==> src/rtl/store_unit_pkg.sv <==
// Shared core definitions for the store path: store-width encodings and the
// store FSM state type.
package store_unit_pkg;

  localparam logic [2:0] F3_SB = 3'b000;
  localparam logic [2:0] F3_SH = 3'b001;
  localparam logic [2:0] F3_SW = 3'b010;

  typedef enum logic [1:0] {
    IDLE     = 2'd0,
    WRITE_LO = 2'd1,
    WRITE_HI = 2'd2,
    DONE     = 2'd3
  } store_state_t;

  function automatic logic is_store_width(input logic [2:0] funct3);
    return (funct3 == F3_SB) || (funct3 == F3_SH) || (funct3 == F3_SW);
  endfunction

endpackage

==> src/rtl/store_align.sv <==
// Byte-lane positioning for stores: builds the 8-lane byte mask and the
// 64-bit lane data spanning the addressed word and the one after it.
module store_align
  import store_unit_pkg::*;
(
  input  logic [2:0]  funct3,
  input  logic [1:0]  off,
  input  logic [31:0] data,
  output logic [7:0]  mask,
  output logic [63:0] lane_data,
  output logic        width_ok
);

  logic [7:0]  base_mask;
  logic [31:0] sized_data;

  always_comb begin
    base_mask = 8'h00;
    case (funct3)
      F3_SB:   base_mask = 8'h01;
      F3_SH:   base_mask = 8'h03;
      F3_SW:   base_mask = 8'h0F;
      default: base_mask = 8'h00;
    endcase
    // Unused source bytes are zeroed so disabled lanes carry no stale data.
    sized_data = data & {{8{base_mask[3]}}, {8{base_mask[2]}},
                         {8{base_mask[1]}}, {8{base_mask[0]}}};
    mask      = base_mask << off;
    lane_data = {32'h0, sized_data} << {off, 3'b000};
  end

  assign width_ok = is_store_width(funct3);

endmodule

==> src/rtl/store_unit.sv <==
// Store unit: accepts one store request, issues one or two aligned write
// beats to memory, then pulses done (with fault if the request was rejected).
module store_unit
  import store_unit_pkg::*;
#(
  parameter bit ALLOW_MISALIGNED = 1'b1,
  parameter int ADDR_W           = 32
) (
  input  logic              clk,
  input  logic              reset,
  input  logic              req_valid,
  output logic              req_ready,
  input  logic [2:0]        req_funct3,
  input  logic [ADDR_W-1:0] req_addr,
  input  logic [31:0]       req_data,
  output logic              mem_we,
  output logic [ADDR_W-1:0] mem_addr,
  output logic [31:0]       mem_wdata,
  output logic [3:0]        mem_be,
  input  logic              mem_ready,
  output logic              done,
  output logic              fault,
  output store_state_t      state
);

  logic [7:0]        mask;
  logic [63:0]       lane_data;
  logic              width_ok;
  logic              reject;
  logic [ADDR_W-1:0] lo_addr;
  logic [ADDR_W-1:0] hi_addr;
  logic [31:0]       hi_wdata;
  logic [3:0]        hi_be;

  store_align u_align (
    .funct3    (req_funct3),
    .off       (req_addr[1:0]),
    .data      (req_data),
    .mask      (mask),
    .lane_data (lane_data),
    .width_ok  (width_ok)
  );

  assign lo_addr = {req_addr[ADDR_W-1:2], 2'b00};
  assign reject  = !width_ok || (!ALLOW_MISALIGNED && (mask[7:4] != 4'b0000));

  // Handshakes: a request transfers on a rising edge where req_valid and
  // req_ready are both high; a write beat transfers on a rising edge where
  // mem_we and mem_ready are both high, and mem_* hold until then.
  always_ff @(posedge clk or negedge reset) begin
    if (!reset) begin
      state     <= IDLE;
      req_ready <= 1'b1;
      mem_we    <= 1'b0;
      mem_addr  <= '0;
      mem_wdata <= '0;
      mem_be    <= '0;
      done      <= 1'b0;
      fault     <= 1'b0;
      hi_addr   <= '0;
      hi_wdata  <= '0;
      hi_be     <= '0;
    end else begin
      case (state)
        IDLE: begin
          if (req_valid) begin
            req_ready <= 1'b0;
            if (reject) begin
              state <= DONE;
              done  <= 1'b1;
              fault <= 1'b1;
            end else begin
              state     <= WRITE_LO;
              mem_we    <= 1'b1;
              mem_addr  <= lo_addr;
              mem_be    <= mask[3:0];
              mem_wdata <= lane_data[31:0];
              // The second beat is captured now so the request inputs are
              // free to change after acceptance.
              hi_addr   <= lo_addr + ADDR_W'(4);
              hi_be     <= mask[7:4];
              hi_wdata  <= lane_data[63:32];
            end
          end
        end
        WRITE_LO: begin
          if (mem_ready) begin
            if (hi_be != 4'b0000) begin
              state     <= WRITE_HI;
              mem_addr  <= hi_addr;
              mem_be    <= hi_be;
              mem_wdata <= hi_wdata;
            end else begin
              state  <= DONE;
              mem_we <= 1'b0;
              mem_be <= '0;
              done   <= 1'b1;
            end
          end
        end
        WRITE_HI: begin
          if (mem_ready) begin
            state  <= DONE;
            mem_we <= 1'b0;
            mem_be <= '0;
            done   <= 1'b1;
          end
        end
        DONE: begin
          state     <= IDLE;
          done      <= 1'b0;
          fault     <= 1'b0;
          req_ready <= 1'b1;
        end
        default: state <= IDLE;
      endcase
    end
  end

endmodule

==> config.mk <==
export PLATFORM = sky130hd
export DESIGN_NAME = store_unit
export DESIGN_NICKNAME = d
export VERILOG_FILES = /design/src/rtl/store_unit_pkg.sv /design/src/rtl/store_align.sv /design/src/rtl/store_unit.sv
export SDC_FILE = /design/constraint.sdc
export NUM_CORES = 1
export LEC_CHECK = 0
export CORE_MARGIN = 3
export CORE_UTILIZATION = 48
export CTS_CLUSTER_DIAMETER = 30
export CTS_CLUSTER_SIZE = 8
export DETAILED_ROUTE_END_ITERATION = 10
export PLACE_DENSITY = 0.78
export REMOVE_ABC_BUFFERS = 1
export SYNTH_ARGS = -nofsm -noshare
export SYNTH_HDL_FRONTEND = slang
export SYNTH_HIERARCHICAL = 1
export SYNTH_SLANG_ARGS = --single-unit
export TNS_END_PERCENT = 100
==> constraint.sdc <==
create_clock -name clk -period 1.96 [get_ports clk]
set_clock_uncertainty 0.2 [all_clocks]
set_input_delay 0.196 -clock clk [delete_from_list [all_inputs] [get_ports clk]]
set_output_delay 0.196 -clock clk [all_outputs]
set_load 0.03 [all_outputs]
==> flow_summary.yaml, run 1 <==
place:
  dp.final_hpwl_um: 14600
  number_of_placed_instances_with_taps_included: 1156
  gpl.final_weighted_congestion: 0.869
  io_buffers: 142
floorplan:
  die_h_um: 131
  floorplan.die.width_um: 131
  boundaryPins: 145
  die-area_um2: 17100
  placeableCoreArea_um2: 15300
  core.rowCount: 45
  start_util_pct: 49.1
yosys:
  postSynthAreaPerCell_um2: 9.89
  number_of_flops_mapped_to_enable_cells_by_yosys: 0
  post_synth_num_cell_types: 54
  number_of_synthesized_register_bits: 138
  async_set_reset_flop_share_out_of_synthesis_pct: 100
  ys_seq_area_share_pct: 46.1
  syn_area_um2: 7490
  yosysWarnings: 6
  post_synth_inst_count: 757
  yosys_most_used_dff: "sky130_fd_sc_hd__dfrtp_1"
route:
  drt_pass1_iterations: 5
  wl_per_cell_um: 17.7
  drt_first_iter_violations: 596
  route.vias.total: 6610
  drc: 0
  viasPerCell: 5.52
  drtAntennaViolNets: 0
  postRouteWirelength_um: 21200
timing:
  totalNegativeSetupSlack_ns: -0.00421
  relSlewSlack_pct: 45.4
  fin_crit_sh_pct: 100
  rsz_0062_raised_after_global_routing: "true"
  finalCriticalPeriod_ns: 1.96
  final_hold_viol_count: 0
  setup-violations-final: 2
  tightest_slew_ns: 0.816
  achievable-frequency_mhz: 509
  hold-worst-slack_ns: 0.120
  drv_slew: 0
  postLayoutSetupSlackWorst_ns: -0.00376
clocking:
  clock_latency_ns: 0.42
  numClockSinks: 138
  clock_tree.buffer_depth: 2
  cts-buffers-inserted: 17
  clock_tree_from_tritoncts: "yes"
  worst_setup_hold_path_clk_slew_ns: 0.06
  clock_tree.root_cell: "sky130_fd_sc_hd__clkbuf_16"
  cts.htree.levels: 4
global_route:
  vias_in_the_first_global_route: 6310
  residual_overflow_from_global_routing: 0
  antenna_found_initial: 1
  groute.usage.overall_pct: 24.0
  largest_net_degree_at_the_start_of_global_routing: 54
  grt_first_pass_wirelength_um: 32200
final_layout:
  layoutNonFillerInstCount: 1198
  fin_nets: 1050
  drive_above_1_share_pct: 23.4
  area_growth_from_synthesis_to_final_layout_pct: 44.0
setup_path:
  critPathLaunch: "state[1]$_DFFE_PN0P_"
  timing_worst_setup_path_type: "reg2reg"
  critical_path.startpoint_type: "flip-flop"
  r2r_setup_slack_ns: -0.004
  worst_ep_arrival_ns: 2.10
  worst_setup_path_end_kind: "flip-flop"
  rr_startpoint: "state[1]$_DFFE_PN0P_"
  critical_path.max_fanout: 20
  worstPathRequired_ns: 2.10
hold_path:
  worstHoldPathType: "in2async"
outcome:
  failed_checks: "setup timing"
  run_status: "finished with violations"
pwr:
  power.static_leakage_nw: 4.69
  vdd_drop_max_mv: 0.874
  powerDensity_nw_per_um2: 1590
job:
  drv_cap: 0
registers in the layout (all words and copies together), names as in the netlist:
register   flops
done           1
fault          1
hi_addr       30
hi_be          4
hi_wdata      32
mem_addr      30
mem_be         4
mem_wdata     32
mem_we         1
req_ready      1
state          2
cells in the final DEF, fill, tap and decap left out, drive strengths merged, types with 6 or more instances in the layout:
cell             n
nand3           10
nand2           46
and2            17
nand4           14
mux2            37
mux2i           81
a22oi            8
ha               6
xor2            13
dfrtp          137
clkinv           6
o22ai            8
nor2b           13
conb            11
buf            102
a21oi           74
o21ai           37
inv             12
xnor2           15
clkbuf          22
a221o           16
nor2           108
clkdlybuf4s50  133
nor3             9
layout make-up:
cell class                      instances  area (um2)
Timing Repair Buffer                  248        2490
Multi-Input combinational cell        557        3910
Inverter                               11        41.3
Tap cell                              211         264
Sequential cell                       138        3460
Antenna cell                            1        2.50
Clock inverter                         15         200
Clock buffer                           17         425
Fill cell                            1092        4470
routing by layer:
metal / share of wire (%) / global-route usage (%)
met5: 0 / 0
met4: 2.1 / 8.77
met3: 5.3 / 4.15
met2: 49 / 39.3
met1: 43 / 32.2
metrics by stage:
stage / setup slack, ns / util [%] / total power [mW] / area, um2
floorplan: -4.47 / - / 9.25 / 7220
global placement: -0.256 / 64.3 / 12.5 / 9810
detailed placement: -0.326 / 64.3 / 12.7 / 9810
CTS: 0.0234 / 68.5 / 16.2 / 10400
global route: -0.0867 / 70.7 / 18.1 / 10800
finish: -0.00376 / 70.7 / 17.1 / 10800
path summary, 6_finish.rpt:
kind | endpoint | depth (start not counted)
setup / recovery | mem_addr[15]$_DFFE_PN0P_ | 9
hold / removal | hi_addr[26]$_DFFE_PN0P_ | 2
setup reg to reg | mem_addr[15]$_DFFE_PN0P_ | 9
hold reg to reg | hi_addr[16]$_DFFE_PN0P_ | 2
max in group asynchronous | mem_addr[5]$_DFFE_PN0P_ | 3
min in group clk | mem_addr[31]$_DFFE_PN0P_ | 3
worst max-delay path: stages (launching register included):
cell,delay (ns)
sky130_fd_sc_hd__dfrtp_1,0.39
sky130_fd_sc_hd__inv_2,0.11
sky130_fd_sc_hd__ha_4,0.17
sky130_fd_sc_hd__o41a_1,0.18
sky130_fd_sc_hd__a2bb2oi_2,0.08
sky130_fd_sc_hd__a21oi_4,0.22
sky130_fd_sc_hd__buf_12,0.19
sky130_fd_sc_hd__buf_12,0.16
sky130_fd_sc_hd__nor2_1,0.05
sky130_fd_sc_hd__a21oi_1,0.13
power by group:
group	switching [mW]	internal, mW	total, mW
Clock	1.29	2.13	3.42
Combinational	4.76	4.02	8.78
Sequential	0.756	4.13	4.89
synthesized netlist by cell type (2+ instances only):
cell,count,area [um2]
sky130_fd_sc_hd__a221o_1,16,160
sky130_fd_sc_hd__nor2b_1,13,81.3
sky130_fd_sc_hd__buf_4,12,90.1
sky130_fd_sc_hd__o21ai_1,9,45.0
sky130_fd_sc_hd__o21bai_1,2,15.0
sky130_fd_sc_hd__clkbuf_1,21,78.8
sky130_fd_sc_hd__nand4_1,13,81.3
sky130_fd_sc_hd__nand3_1,8,40.0
sky130_fd_sc_hd__dfrtp_1,137,3430
sky130_fd_sc_hd__a22oi_1,8,60.1
sky130_fd_sc_hd__xnor2_1,15,131
sky130_fd_sc_hd__ha_1,6,75.1
sky130_fd_sc_hd__nor4_1,2,12.5
sky130_fd_sc_hd__o21ai_0,28,140
sky130_fd_sc_hd__nor2_1,107,402
sky130_fd_sc_hd__nand2b_1,2,12.5
sky130_fd_sc_hd__and3_1,3,18.8
sky130_fd_sc_hd__buf_1,6,22.5
sky130_fd_sc_hd__buf_2,20,100
sky130_fd_sc_hd__mux2_2,37,417
sky130_fd_sc_hd__or4_1,2,15.0
sky130_fd_sc_hd__nand4bb_1,2,22.5
sky130_fd_sc_hd__inv_1,11,41.3
sky130_fd_sc_hd__nor4_2,2,25.0
sky130_fd_sc_hd__nor3_2,4,40.0
sky130_fd_sc_hd__nand2_1,46,173
sky130_fd_sc_hd__and4_4,2,22.5
sky130_fd_sc_hd__a31oi_1,4,25.0
sky130_fd_sc_hd__xor2_1,13,114
sky130_fd_sc_hd__mux2i_1,81,811
sky130_fd_sc_hd__and4b_1,2,20.0
sky130_fd_sc_hd__and2_1,16,100
sky130_fd_sc_hd__a21oi_1,72,360
sky130_fd_sc_hd__a21oi_2,2,17.5
sky130_fd_sc_hd__conb_1,2,7.51
sky130_fd_sc_hd__o22ai_1,8,50.1
sky130_fd_sc_hd__nor3_1,5,25.0
sky130_fd_sc_hd__or2_2,2,12.5
logic make-up after synthesis:
family | synth area share [%]
flops | 46.1
fa+ha+maj | 1.00
buf+inv | 4.60
xor+xnor | 3.28
mux | 16.4
other cells | 0.100
simple gates | 16.1
compound gates | 12.4
timing repair:
item,in CTS,in global routing
gates resized for setup,4,53
buffers inserted,0,3
gates cloned,0,5
pin swaps,0,1
hold buffers,1,0
endpoints found under the setup margin,63,90
endpoints found under the hold margin,138,0
Power figures use the tool's default switching activity.
==> inputs of run 2 (changes only) <==
--- a/config.mk
+++ b/config.mk
@@ -8,8 +8,9 @@
 export CORE_MARGIN = 3
 export CORE_UTILIZATION = 48
 export CTS_CLUSTER_DIAMETER = 30
-export CTS_CLUSTER_SIZE = 8
+export CTS_CLUSTER_SIZE = 14
 export DETAILED_ROUTE_END_ITERATION = 10
+export HOLD_SLACK_MARGIN = 0.03
 export PLACE_DENSITY = 0.78
 export REMOVE_ABC_BUFFERS = 1
 export SYNTH_ARGS = -nofsm -noshare
==> results of run 2 <==
Final layout, timing and power as in run 1 (identical DEF).
==> inputs of run 3 (changes only) <==
--- a/config.mk
+++ b/config.mk
@@ -13,6 +13,7 @@
 export HOLD_SLACK_MARGIN = 0.03
 export PLACE_DENSITY = 0.78
 export REMOVE_ABC_BUFFERS = 1
+export SLEW_MARGIN = 25
 export SYNTH_ARGS = -nofsm -noshare
 export SYNTH_HDL_FRONTEND = slang
 export SYNTH_HIERARCHICAL = 1
==> results of run 3 <==
Final layout, timing and power as in run 1 (identical DEF).
